## src/rtl/alu_pkg.sv

```systemverilog
// Shared types and constants for the RV32I ALU issue path.
// Opcodes, funct3/funct7 encodings and the issue_entry_t bundle.
package alu_pkg;

    localparam int XLEN     = 32;
    localparam int ALU_OP_W = 3;

    localparam logic [6:0] OPC_OP     = 7'b0110011;
    localparam logic [6:0] OPC_OP_IMM = 7'b0010011;

    localparam logic [6:0] F7_BASE = 7'b0000000;
    localparam logic [6:0] F7_ALT  = 7'b0100000;

    // Order matches the ALU result mux.
    typedef enum logic [2:0] {
        ADD_SUB = 3'd0,
        SLL     = 3'd1,
        SLT     = 3'd2,
        SLTU    = 3'd3,
        XOR     = 3'd4,
        SRL_SRA = 3'd5,
        OR      = 3'd6,
        AND     = 3'd7
    } funct3_e;

    typedef struct packed {
        logic                funct7;
        logic [ALU_OP_W-1:0] alu_op;
        logic [XLEN-1:0]     operand_a;
        logic [XLEN-1:0]     operand_b;
        logic [4:0]          rd;
        logic                illegal;
    } issue_entry_t;

    function automatic logic [XLEN-1:0] sext12(
        input logic [11:0] imm
    );
        return {{(XLEN-12){imm[11]}}, imm};
    endfunction

endpackage

```

## src/rtl/alu_issue_decode.sv

```systemverilog
// Combinational decode of one OP / OP-IMM instruction into an issue entry.
// Ports: instr, rs1_data, rs2_data, wb_valid/wb_rd/wb_data in; entry out.
// ALU_ISSUE_FWD_EN: forward wb_data onto rs1/rs2 operands on a match.
module alu_issue_decode
    import alu_pkg::*;
(
    input  logic [31:0]   instr,
    input  logic [31:0]   rs1_data,
    input  logic [31:0]   rs2_data,
    input  logic          wb_valid,
    input  logic [4:0]    wb_rd,
    input  logic [31:0]   wb_data,
    output issue_entry_t  entry
);

    logic [6:0] opcode;
    logic [6:0] f7;
    funct3_e    f3;
    logic [31:0] src_a;
    logic [31:0] src_b;
    logic        is_op;
    logic        is_imm;
    logic        is_shift;
    logic        is_arith;

    assign opcode = instr[6:0];
    assign f7     = instr[31:25];
    assign f3     = funct3_e'(instr[14:12]);

`ifdef ALU_ISSUE_FWD_EN
    logic wb_hit;
    assign wb_hit = wb_valid && (wb_rd != 5'd0);
    assign src_a  = (wb_hit && wb_rd == instr[19:15])
                  ? wb_data : rs1_data;
    assign src_b  = (wb_hit && wb_rd == instr[24:20])
                  ? wb_data : rs2_data;
`else
    logic unused_fwd;
    assign unused_fwd = ^{wb_valid, wb_rd, wb_data, instr[19:15]};
    assign src_a = rs1_data;
    assign src_b = rs2_data;
`endif

    assign is_op    = (opcode == OPC_OP);
    assign is_imm   = (opcode == OPC_OP_IMM);
    assign is_shift = is_imm && (f3 == SLL || f3 == SRL_SRA);
    assign is_arith = is_imm && !(f3 == SLL || f3 == SRL_SRA);

    always_comb begin
        entry           = '0;
        entry.alu_op    = instr[14:12];
        entry.operand_a = src_a;
        entry.operand_b = rs2_data;
        entry.rd        = instr[11:7];
        unique case (1'b1)
            is_op: begin
                entry.operand_b = src_b;
                entry.funct7    = instr[30];
                // The alternate encoding only exists for SUB and SRA.
                entry.illegal   = !(f7 == F7_BASE ||
                                    (f7 == F7_ALT &&
                                     (f3 == ADD_SUB ||
                                      f3 == SRL_SRA)));
            end
            is_shift: begin
                entry.operand_b = {27'b0, instr[24:20]};
                entry.funct7    = instr[30];
                if (f3 == SLL)
                    entry.illegal = (f7 != F7_BASE);
                else
                    entry.illegal = !(f7 == F7_BASE ||
                                      f7 == F7_ALT);
            end
            is_arith: begin
                // funct7 stays 0 so ADDI never turns into a subtract.
                entry.operand_b = sext12(instr[31:20]);
            end
            default: begin
                entry.illegal = 1'b1;
            end
        endcase
        if (entry.illegal)
            entry.rd = 5'd0;
    end

endmodule

```

## src/rtl/alu_issue_stage.sv

```systemverilog
// Decode/issue stage feeding the RV32I ALU through a 2-entry skid buffer.
// Ports: clk, rst_n (sync, active-low), flush; in_valid/in_ready with
// in_instr, in_rs1_data, in_rs2_data; wb_valid/wb_rd/wb_data forwarding;
// ex_valid/ex_ready with funct7, alu_op, operand_a, operand_b, ex_rd,
// ex_illegal. ALU_ISSUE_FWD_EN enables writeback forwarding.
module alu_issue_stage
    import alu_pkg::*;
(
    input  logic                clk,
    input  logic                rst_n,
    input  logic                flush,
    input  logic                in_valid,
    output logic                in_ready,
    input  logic [31:0]         in_instr,
    input  logic [31:0]         in_rs1_data,
    input  logic [31:0]         in_rs2_data,
    input  logic                wb_valid,
    input  logic [4:0]          wb_rd,
    input  logic [31:0]         wb_data,
    output logic                ex_valid,
    input  logic                ex_ready,
    output logic                funct7,
    output logic [ALU_OP_W-1:0] alu_op,
    output logic [XLEN-1:0]     operand_a,
    output logic [XLEN-1:0]     operand_b,
    output logic [4:0]          ex_rd,
    output logic                ex_illegal
);

    issue_entry_t dec;
    issue_entry_t main_q;
    issue_entry_t skid_q;
    issue_entry_t main_n;
    issue_entry_t skid_n;
    logic         main_v;
    logic         skid_v;
    logic         main_v_n;
    logic         skid_v_n;
    logic         rdy_q;
    logic         accept;
    logic         drain;

    alu_issue_decode u_dec (
        .instr    (in_instr),
        .rs1_data (in_rs1_data),
        .rs2_data (in_rs2_data),
        .wb_valid (wb_valid),
        .wb_rd    (wb_rd),
        .wb_data  (wb_data),
        .entry    (dec)
    );

    assign accept = in_valid && rdy_q;
    assign drain  = main_v && ex_ready;

    always_comb begin
        main_n   = main_q;
        skid_n   = skid_q;
        main_v_n = main_v;
        skid_v_n = skid_v;
        if (flush) begin
            main_v_n = 1'b0;
            skid_v_n = 1'b0;
        end else if (!main_v || drain) begin
            // Main frees up: refill from skid first, else from input.
            if (skid_v) begin
                main_n   = skid_q;
                main_v_n = 1'b1;
                skid_v_n = 1'b0;
            end else begin
                main_v_n = accept;
                if (accept)
                    main_n = dec;
            end
        end else if (accept) begin
            skid_n   = dec;
            skid_v_n = 1'b1;
        end
    end

    always_ff @(posedge clk) begin
        if (!rst_n) begin
            main_q <= '0;
            skid_q <= '0;
            main_v <= 1'b0;
            skid_v <= 1'b0;
            rdy_q  <= 1'b0;
        end else begin
            main_q <= main_n;
            skid_q <= skid_n;
            main_v <= main_v_n;
            skid_v <= skid_v_n;
            // Registered so in_ready never sees ex_ready combinationally.
            rdy_q  <= !skid_v_n;
        end
    end

    assign in_ready   = rdy_q;
    assign ex_valid   = main_v;
    assign funct7     = main_q.funct7;
    assign alu_op     = main_q.alu_op;
    assign operand_a  = main_q.operand_a;
    assign operand_b  = main_q.operand_b;
    assign ex_rd      = main_q.rd;
    assign ex_illegal = main_q.illegal;

endmodule

```

## config.mk

```make
export PLATFORM = sky130hd
export DESIGN_NAME = alu_issue_stage
export DESIGN_NICKNAME = d
export VERILOG_FILES = /design/src/rtl/alu_pkg.sv /design/src/rtl/alu_issue_decode.sv /design/src/rtl/alu_issue_stage.sv
export SDC_FILE = /design/constraint.sdc
export NUM_CORES = 1
export LEC_CHECK = 0
export CORE_MARGIN = 2
export CORE_UTILIZATION = 46
export CTS_CLUSTER_SIZE = 40
export DETAILED_ROUTE_END_ITERATION = 10
export PLACE_DENSITY_LB_ADDON = 0.15
export SYNTH_ARGS = -nofsm -noshare
export SYNTH_HDL_FRONTEND = slang
export SYNTH_SLANG_ARGS = --single-unit
export TNS_END_PERCENT = 10
```

## constraint.sdc

```tcl
create_clock -name clk -period 2.41 [get_ports clk]
set_clock_uncertainty 0.05 [all_clocks]
set_input_delay 0.482 -clock clk [delete_from_list [all_inputs] [get_ports clk]]
set_output_delay 0.482 -clock clk [all_outputs]
set_load 0.005 [all_outputs]
```

Word-level counts from Yosys, hierarchy flattened
Index checks and enable logic that the tools add are counted.

operators by class
  multiplexer cells = 11
  eq/ne operators = 5
  reductions and logical operators = 23
  bitwise logic cells = 3

operators by type and width
  kind                number
  $mux 74             2
  $pmux 32 s2         1
  $eq 7x6->1 const B  2
  $eq 7x5->1 const B  1
  $logic_not 7->1     1
  $reduce_bool 7->1   1
  $mux 1              6
  $reduce_and 3->1    2
  $logic_and 1x1->1   5
  $logic_not 1->1     5
  $logic_or 1x1->1    5
  $mux 5              1
  $reduce_or 2->1     2
  $eq 3x1->1 const B  1
  $eq 3x3->1 const B  1
  $logic_not 3->1     1
  $not 1->1           3
  $pmux 1 s3          1
  $reduce_bool 2->1   1

storage, ports and cells
  logic and storage cells = 57
  flip-flop bits (word level) = 151
  input bits = 139
  output and inout port bits = 76

Logic depth before layout (Yosys ltp)
Gate-level depths: netlist (run 1).

  depth in word-level cells = 9
  mapped depth = 7

Modules after synthesis
Synthesis (run 1) repeated with hierarchy kept, for this count alone.

unflattened totals
  cells, all modules = 835
  area total of the unflattened synthesis = 7549.7 um^2

by module, submodules not included
  module            instances  area an instance (um^2)  cells an instance
  alu_issue_stage   1          6796.5                   736
  alu_issue_decode  1          753.2                    99

Worst setup path before layout (run 1)
No wires, ideal clock.

  path type = input-to-reg
  start = in in_instr[6]
  end = reg main_q (netlist bit operand_b[1])
  required time = 2.227 ns
  slack = 0.302 ns
  data arrival time = 1.925 ns
  cell stages on the path = 5
  buffers on the path = 1
  library setup time = 0.133 ns
  path through = or4b_4 -> nor3_4 -> buf_6 -> mux2i_1 -> o221ai_2

on the way
  longest elaborated chain between the ends = 5
  elaborated cells on any way between the ends = 6
  classes of those cells = 1 x eq/ne; 3 x mux; 2 x reduce/logical

ends and longest elaborated chain
  element                                      RTL line                                        source
  from (decl)                                  alu_issue_stage.sv:14                           input logic [31:0] in_instr,
  $eq 7x5->1 (*)                               alu_issue_decode.sv:45                          assign is_imm = (opcode == OPC_OP_IMM);
  $logic_and 1x1->1, on equally long branches  alu_issue_decode.sv:47, alu_issue_decode.sv:46
  $pmux 32 s2 (*)                              alu_issue_decode.sv:55                          unique case (1'b1)
  $mux 74 (*)                                  alu_issue_stage.sv:72                           if (accept)
  $mux 74 (*)                                  alu_issue_stage.sv:66                           if (skid_v) begin
  to (signal assigned)                         alu_issue_stage.sv:89                           main_q <= main_n;
  to (decl)                                    alu_issue_stage.sv:31                           issue_entry_t main_q;

Every way passes the cells marked *; elsewhere a longest branch is shown, timed or not. The select of a mux whose other input is x is not followed.
A chain may end at the register's enable or synchronous reset.

Final worst setup path (run 1)
  start = in in_instr[31]
  end = reg main_q (netlist bit ex_rd[0])

on the way
  longest elaborated chain between the ends = 8
  elaborated cells on any way between the ends = 13
  classes of those cells = 1 x eq/ne; 5 x mux; 7 x reduce/logical

ends and longest elaborated chain
  element                                                       RTL line                                        source
  $eq 7x6->1 / $logic_not 7->1 (equally long branches)          n/a
  $logic_or 1x1->1 / $logic_and 1x1->1 (equally long branches)  alu_issue_decode.sv:71, alu_issue_decode.sv:61
  $logic_not 1->1 / $logic_or 1x1->1 (equally long branches)    alu_issue_decode.sv:71, alu_issue_decode.sv:60
  $mux 1 / $logic_not 1->1 (equally long branches)              alu_issue_decode.sv:68, alu_issue_decode.sv:60
  $pmux 1 s3 (*)                                                alu_issue_decode.sv:55
  $mux 5 (*)                                                    alu_issue_decode.sv:82                          if (entry.illegal)
  $mux 74 (*)                                                   alu_issue_stage.sv:72
  $mux 74 (*)                                                   alu_issue_stage.sv:66

Marks and branches as above.

==> results of run 1 <==
==> power by group <==
group	switching, mW	total (mW)	leakage (nW)	internal, mW
combinational	0.234	0.570	1.85	0.336
clock	1.02	2.77	0.298	1.75
sequential	0.0352	2.59	1.22	2.56
==> critical path: cells and delay by family <==
kind / cells / cell delay [ns]
AO/OA/AOI/OAI: 3 / 0.84
buffers and inverters: 2 / 0.65
AND/OR/NAND/NOR: 1 / 0.63
==> metrics by stage <==
stage | power [mW] | setup TNS (ns) | instances | setup WS, ns | area, µm²
after global routing | 6.14 | 0 | 1047 | 0.0467 | 9070
final | 5.93 | 0 | 1047 | 0.0880 | 9070
after detailed placement | 3.22 | -10.29 | 1016 | -0.251 | 8450
after CTS | 5.98 | 0 | 1047 | 0.125 | 9070
after floorplan | 2.86 | 0 | 713 | 0.302 | 6560
after global placement | 3.20 | -5.96 | 1016 | -0.142 | 8450
==> per-layer routing <==
layer	part of all wire [%]	GRT usage, %	routed length, µm	up-vias
met5	0	0	0	-
met4	1.2	8.17	206	0
met3	6.2	6.92	1070	17
met2	50	38.5	8640	150
met1	43	27.4	7390	2850
li1	-	-	-	2873
==> Yosys cell counts, types with 2 or more instances <==
master and count:
a22o_1 5, nand2b_1 3, nand3_1 11, buf_1 9, and2_1 7, o21ai_0 46
nand4_1 33, dfxtp_1 151, buf_8 2, a21oi_1 35, nand2_1 152, a21boi_0 37
nor3_1 2, mux2i_1 67, nor2b_1 3, buf_2 13, o221ai_2 13, or4_1 2
o211a_1 35, clkbuf_1 46, o2111ai_1 5, o221ai_1 20
==> flip-flops by register name, indices dropped and copies added, names as in the netlist <==
register	cells
ex_rd	5
alu_op	3
operand_a	32
ex_valid	1
funct7	1
skid_q	74
operand_b	32
ex_illegal	1
in_ready	1
skid_v	1
==> kinds of logic after synthesis <==
kind of cell / Yosys count / share of synthesized area [%]
and+or+nand+nor: 222 / 15.5
AOI/OAI and AO/OA: 200 / 23.2
DFF: 151 / 46.1
buffers and inverters: 72 / 4.82
muxes: 67 / 10.2
xor gates and xnor gates: 1 / 0.134
==> worst paths after layout <==
| kind | end | cells past startpoint | startpoint | slack [ns] |
|---|---|---|---|---|
| min reg2reg | skid_q[55] | 2 | skid_q[55] | 0.41 |
| max | ex_rd[0] | 6 | in_instr[31] | 0.09 |
| min | skid_q[55] | 2 | skid_q[55] | 0.41 |
| max reg2reg | ex_rd[0] | 4 | skid_v | 0.51 |
==> final cells by class <==
class / count / share of cell area, %
Clock buffer: 18 / 4.84
Inverter: 1 / 0.0414
Timing Repair Buffer: 194 / 21.6
Clock inverter: 13 / 1.99
Tap cell: 180 / 2.48
Multi-Input combinational cell: 490 / 35.7
Sequential cell: 151 / 33.4
==> results_dict.tcl, run 1 <==
set metrics [dict create \
    ys_ff_latch 151 \
    start_kind "input pin" \
    wl_per_cell_um 16.5 \
    area_growth_pct 38.2 \
    hold_violations 0 \
    nFillCells 1168 \
    status "finished, final reports clean" \
    holdWs_ns 0.414 \
    initial_utilization_pct 47.3 \
    max_slew.worst_pin.slew_ns 0.879 \
    layout_min_cycle_time_ns 2.32 \
    track_usage_pct 22.8 \
    antenna_cells 0 \
    synth_cells 713 \
    clockBufferDepth 2 \
    antenna_found_initial 0 \
    dieArea_um2 15200 \
    coreArea_um2 13900 \
    path_max_fanout 10 \
    hold_buffers 0 \
    slowest_delay_ns 0.63 \
    worst_ep_required_time_ns 2.69 \
    cap_violations 0 \
    finalWirelength_mm 17.3 \
    grt_remaining_overflow 0 \
    cp-end-kind "flip-flop" \
    clock-root-buffer "clkbuf_16" \
    final_nets 994 \
    path_clk_slew_ns 0.06 \
    cts_tree "done" \
    drc 0 \
    hold_class "flip-flop to flip-flop" \
    avgViaCountPerCell 5.63 \
    p_per_area_nw_per_um2 654 \
    dr.pass1.iters 5 \
    die_y_um 123 \
    grt_pass1_wl_mm 27.2 \
    synth_edf_count 0 \
    cts_setup_buffers 0 \
    syn-cell-area_um2 6560 \
    grt_pass1_vias 5600 \
    syn-mean-instance-area_um2 9.20 \
    syn_nets 852 \
    async_flop_share_pct 0 \
    max_slew_margin_pct 41.4 \
    drtIter0Drc 474 \
    worstPathCellList "clkdlybuf4s50_1 -> or4_1 -> o41ai_1 -> a22oi_1 -> buf_4 -> o21ai_0" \
    p_leak_nw 3.37 \
    layout_common_cells "170 x clkdlybuf4s50_1, 152 x nand2_1, 150 x dfxtp_1, 67 x mux2i_1, 46 x o21ai_0" \
    rows 43 \
    ys_warn_count 0 \
    ys_top_cells_by_area "dfxtp_1 46%, mux2i_1 10%, nand2_1 8.7%, o211a_1 5.3%, a21boi_0 4.2%" \
    cts_sinks 151 \
    vias 5890 \
    slew_viol_final 0 \
    multi_input_area_um2 3240 \
    worstPathArrival_ns 2.60 \
    die_width_um 123 \
    synth_top_area_share_pct 46.1 \
    dpl.hpwl_mm 11.1 \
    finalWeightedCongestion 0.765 \
    ir_worst_vdd_mv 0.602 \
    post-route-util_pct 65.3 \
    ant_nets 0 \
    cts_buffers 17 \
    final_common_cell "clkdlybuf4s50_1" \
    grt_max_degree 196 \
    synth-main-ff-cell "dfxtp_1" \
    final_layout_size_suffix_gt1_share_pct 9.00 \
    slowest_stage "or4_1" \
    crit_type "input pin to flip-flop" \
    synth_seq_area_share_pct 46.1 \
    setup_violations 0 \
    io_pins 215 \
    regArea_um2 3030 \
    ys_types 38 \
    clk_latency_ns 0.43 \
    port_buffers 171 \
    min_period_over_period_pct 96.3 \
    rsz0062_at_grt "false" \
    cts_htree_levels 4 \
    synth_top_area_cell "dfxtp_1" \
    fmax_mhz 431 \
    cts_resized 0 \
]
No activity file was read; power rests on OpenSTA's default activity.
==> run 2: changes to the inputs <==
CORE_UTILIZATION = 30   (was 46)
==> run 2 against run 1 <==
  * Final area rose by 3.6%
  * Utilization fell by 22 points
  * Sequential cell count did not move
  * Fmax rose by 3.4%
  * First-iteration DRC count fell by 42%
  * Die area rose by 51%
  * Worst setup slack improved by 0.076 ns
  * Critical path depth did not move
  * Largest cell class unchanged
==> results_dict.tcl, run 2 (synthesis results as in run 1) <==
set metrics [dict create \
    dieArea_um2 23100 \
    vias 5734 \
    cp-end-kind "flip-flop" \
    slew_viol_final 0 \
    final_layout_size_suffix_gt1_share_pct 10.5 \
    fmax_mhz 445 \
    stdcell_count 1160 \
    top_layer "met4" \
    cts_setup_buffers 0 \
    finalWirelength_mm 18.5 \
    rows 54 \
    place_area_um2 8720 \
    wl_per_cell_um 16.0 \
    start_kind "input pin" \
    worst_ep_required_time_ns 2.69 \
    dpl.hpwl_mm 12.0 \
    hold_class "input pin to flip-flop" \
    grt_max_degree 116 \
    die_width_um 152 \
    placed_cells 1128 \
    worstPathCellList "clkdlybuf4s50_1 -> or4_1 -> buf_4 -> nor4_1 -> a22oi_2 -> o21ai_0" \
    antenna_found_initial 0 \
    coreArea_um2 21600 \
    drt-met1-wl_mm 8.97 \
    drc 0 \
    holdWs_ns 0.295 \
    clock-root-buffer "clkbuf_16" \
    cts_tree "done" \
    clk_latency_ns 0.41 \
    cap_violations 0 \
    cts_buffers 17 \
    path_max_fanout 10 \
    path_clk_slew_ns 0.06 \
    drtIter0Drc 275 \
    routed-wl-met2_mm 8.12 \
    rsz0062_at_grt "false" \
    track_usage_pct 16.2 \
    cts_sinks 151 \
    met3_wirelength_mm 1.32 \
    status "finished, final reports clean" \
    ir_worst_vdd_mv 0.441 \
    area_growth_pct 43.2 \
    setup_violations 0 \
    grt_pass1_vias 5605 \
    regMostFlops "skid_q" \
    final_nets 1006 \
    antenna_cells 0 \
    grt_remaining_overflow 0 \
    cts_htree_levels 4 \
    p_leak_nw 3.47 \
    layout_common_cells "170 x clkdlybuf4s50_1, 152 x nand2_1, 150 x dfxtp_1, 67 x mux2i_1, 46 x o21ai_0" \
    port_buffers 171 \
    slowest_stage "or4_1" \
    crit_type "input pin to flip-flop" \
    avgViaCountPerCell 4.94 \
    slowest_delay_ns 0.58 \
    critical_path_buf_inv_count 2 \
    max_slew_margin_pct 55.6 \
    layout_min_cycle_time_ns 2.25 \
    io_pins 215 \
    final_common_cell "clkdlybuf4s50_1" \
    hold_buffers 0 \
    ant_nets 0 \
    design_area_um2 9390 \
    min_period_over_period_pct 93.2 \
    p_per_area_nw_per_um2 660 \
    dr.pass1.iters 6 \
    power_mw 6.20 \
    initial_utilization_pct 30.3 \
    hold_violations 0 \
    largest_register_ff_count 74 \
    cpLargestDelayFamily "simple AND/OR/NAND/NOR gates" \
    worstPathArrival_ns 2.52 \
    clockBufferDepth 2 \
    finalWeightedCongestion 0.747 \
    die_y_um 152 \
    max_slew.worst_pin.slew_ns 0.666 \
    grt_pass1_wl_mm 30.6 \
    post-route-util_pct 43.4 \
    cts_resized 0 \
]
run 2: changes by cell type in the layout (fill, tap and decap cells not counted), sizes merged:
cell	previous run	this run
bufinv	4	5
clkbuf	18	19
clkinvlp	3	2
clkinv	6	3
inv	1	4
buf	24	36
run 2: path summary, 6_finish.rpt:
| kind | cells after the start | start | slack [ns] | end |
|---|---|---|---|---|
| hold reg to reg | 2 | skid_q[68] | 0.41 | skid_q[68] |
| setup / recovery | 6 | in_instr[31] | 0.16 | skid_q[3] |
| hold / removal | 2 | rst_n | 0.29 | operand_a[2] |
| setup reg to reg | 4 | skid_v | 0.64 | ex_rd[3] |
run 2: layout make-up:
| type | instances | area [µm²] |
|---|---|---|
| Fill cell | 2162 | 12200 |
| Multi-Input combinational cell | 490 | 3240 |
| Sequential cell | 151 | 3030 |
| Timing Repair Buffer | 206 | 2100 |
| Clock buffer | 19 | 453 |
| Tap cell | 280 | 350 |
| Clock inverter | 13 | 218 |
| Inverter | 1 | 3.75 |
run 2: power by group:
part | switching (mW) | internal (mW) | leakage, nW
sequential | 0.0335 | 2.56 | 1.22
clock | 1.11 | 1.91 | 0.321
combinational | 0.239 | 0.348 | 1.92
total | 1.38 | 4.81 | 3.47
run 2: layer usage:
metal  vias up  track usage, %
li1       2903               -
met1      2672            21.7
met2       151            25.0
met3         8            5.88
met4         0            3.74
met5         -               0
run 2: per-stage QoR:
step	TNS (ns)	setup slack, ns
4_1_cts	0	0.117
5_1_grt	0	0.0215
3_3_place_gp	-9.40	-0.236
2_1_floorplan	0	0.302
6_report	0	0.164
3_5_place_dp	-12.24	-0.315
==> run 3: changes to the inputs <==
CORE_UTILIZATION = 48   (was 30)
CTS_BUF_LIST = sky130_fd_sc_hd__clkbuf_4   (was unset)
PLACE_DENSITY_LB_ADDON = 0.05   (was 0.15)
==> run 3 against run 2 <==
  * Non-clock buffer count shrank 14
  * Sequential power is essentially flat
  * First-iteration DRC count grew 16%
  * Utilization grew 22 points
  * Die area shrank 37%
  * Critical path type unchanged
  * Largest power group is now sequential cells
==> results_dict.tcl, run 3 (synthesis results as in run 1) <==
set metrics [dict create \
    crit_type "input pin to flip-flop" \
    r2r_cells 6 \
    ant_nets 0 \
    die_width_um 121 \
    p_per_area_nw_per_um2 545 \
    setup_violations 0 \
    rsz0062_at_grt "false" \
    slew_viol_final 0 \
    cap_violations 0 \
    path_max_fanout 12 \
    r2r_start "skid_v" \
    r2r_slack_ns 0.55 \
    layout_min_cycle_time_ns 2.13 \
    io_pins 215 \
    cts_resized 0 \
    drtIter0Drc 319 \
    clk_latency_ns 0.54 \
    grt_max_degree 129 \
    finalWeightedCongestion 0.751 \
    clock-root-buffer "clkbuf_4" \
    grt_pass1_vias 5507 \
    start_kind "input pin" \
    cts_tree "done" \
    cpLargestDelayFamily "buffers and inverters" \
    drc 0 \
    area_growth_pct 33.5 \
    dpl.hpwl_mm 10.8 \
    finalWirelength_mm 16.7 \
    worst_ep_required_time_ns 2.82 \
    dieArea_um2 14600 \
    min_period_over_period_pct 88.4 \
    hold_buffers 0 \
    cts_setup_buffers 0 \
    grt_remaining_overflow 0 \
    fin_ws_ns 0.279 \
    wl_per_cell_um 16.0 \
    crit_end "skid_q[4]" \
    cts_htree_levels 4 \
    vias 5807 \
    hold_violations 0 \
    rows 42 \
    post-route-util_pct 65.9 \
    placed_cells 1010 \
    ir_worst_vdd_mv 0.428 \
    worst_r2r_endpoint "operand_b[29]" \
    final_common_cell "clkdlybuf4s50_1" \
    cts_sinks 151 \
    worstPathCellList "clkdlybuf4s50_1 -> or4b_4 -> nor3_4 -> buf_4 -> buf_4 -> a22oi_1 -> o21ai_0" \
    power_mw 4.77 \
    status "finished, final reports clean" \
    final_layout_size_suffix_gt1_share_pct 8.66 \
    place_ws_ns -0.292 \
    stdcell_count 1042 \
    path_clk_slew_ns 0.13 \
    max_slew.worst_pin.slew_ns 0.852 \
    fmax_mhz 469 \
    largest_register_ff_count 74 \
    clockBufferDepth 2 \
    initial_utilization_pct 49.4 \
    grt_pass1_wl_mm 26.5 \
    crit_start "in_instr[6]" \
    slowest_delay_ns 0.58 \
    design_area_um2 8760 \
    slowest_stage "or4b_4" \
    antenna_found_initial 0 \
    regMostFlops "skid_q" \
    max_slew_margin_pct 43.2 \
    final_nets 992 \
    cts_buffers 17 \
    layout_common_cells "170 x clkdlybuf4s50_1, 152 x nand2_1, 150 x dfxtp_1, 67 x mux2i_1, 46 x o21ai_0" \
    die_y_um 121 \
    cp-end-kind "flip-flop" \
    avgViaCountPerCell 5.57 \
    crit_path_frequent_cell "buf_4" \
    port_buffers 171 \
    track_usage_pct 22.4 \
    place_area_um2 8470 \
    dr.pass1.iters 4 \
    cp.depth 7 \
    critical_path_buf_inv_count 3 \
    hold_class "input pin to flip-flop" \
    antenna_cells 0 \
    worstPathArrival_ns 2.54 \
    coreArea_um2 13300 \
    p_leak_nw 3.23 \
]
run 3: power by group:
| part | switching [mW] | total [mW] | leakage, nW | internal (mW) |
|---|---|---|---|---|
| sequential | 0.0336 | 2.59 | 1.22 | 2.56 |
| clock | 0.899 | 1.62 | 0.157 | 0.720 |
| combinational | 0.230 | 0.567 | 1.85 | 0.337 |
| total | 1.16 | 4.77 | 3.23 | 3.61 |
run 3: how the worst min path moves through the flow:
stage                from  cells past startpoint             to  slack, ns
4_1_cts             rst_n                      2   operand_a[9]       0.21
6_report            rst_n                      2   operand_a[9]       0.25
3_5_place_dp   skid_q[73]                      2     skid_q[73]       0.41
3_3_place_gp   skid_q[43]                      2     skid_q[43]       0.40
2_1_floorplan  skid_q[38]                      2     skid_q[38]       0.39
5_1_grt             rst_n                      2  operand_a[16]       0.22
run 3: metrics by stage:
stage	setup TNS [ns]	hold WS, ns
2_1_floorplan	0	0.393
3_3_place_gp	-5.69	0.398
3_5_place_dp	-8.37	0.408
4_1_cts	0	0.213
5_1_grt	0	0.216
6_report	0	0.249
run 3: layout make-up:
cell class                 instances  area [µm²]
clock buffer                      18         135
clock inverter                    14         159
fill                            1093        4530
inverter                           1        3.75
multi-input combinational        490        3240
sequential                       151        3030
tap                              176         220
timing repair buffer             192        1980
run 3: per-layer routing:
layer,track usage (%),routed length (µm)
met2,37.5,7990
met5,0,0
met3,6.48,1190
met1,27.9,7330
met4,7.05,161
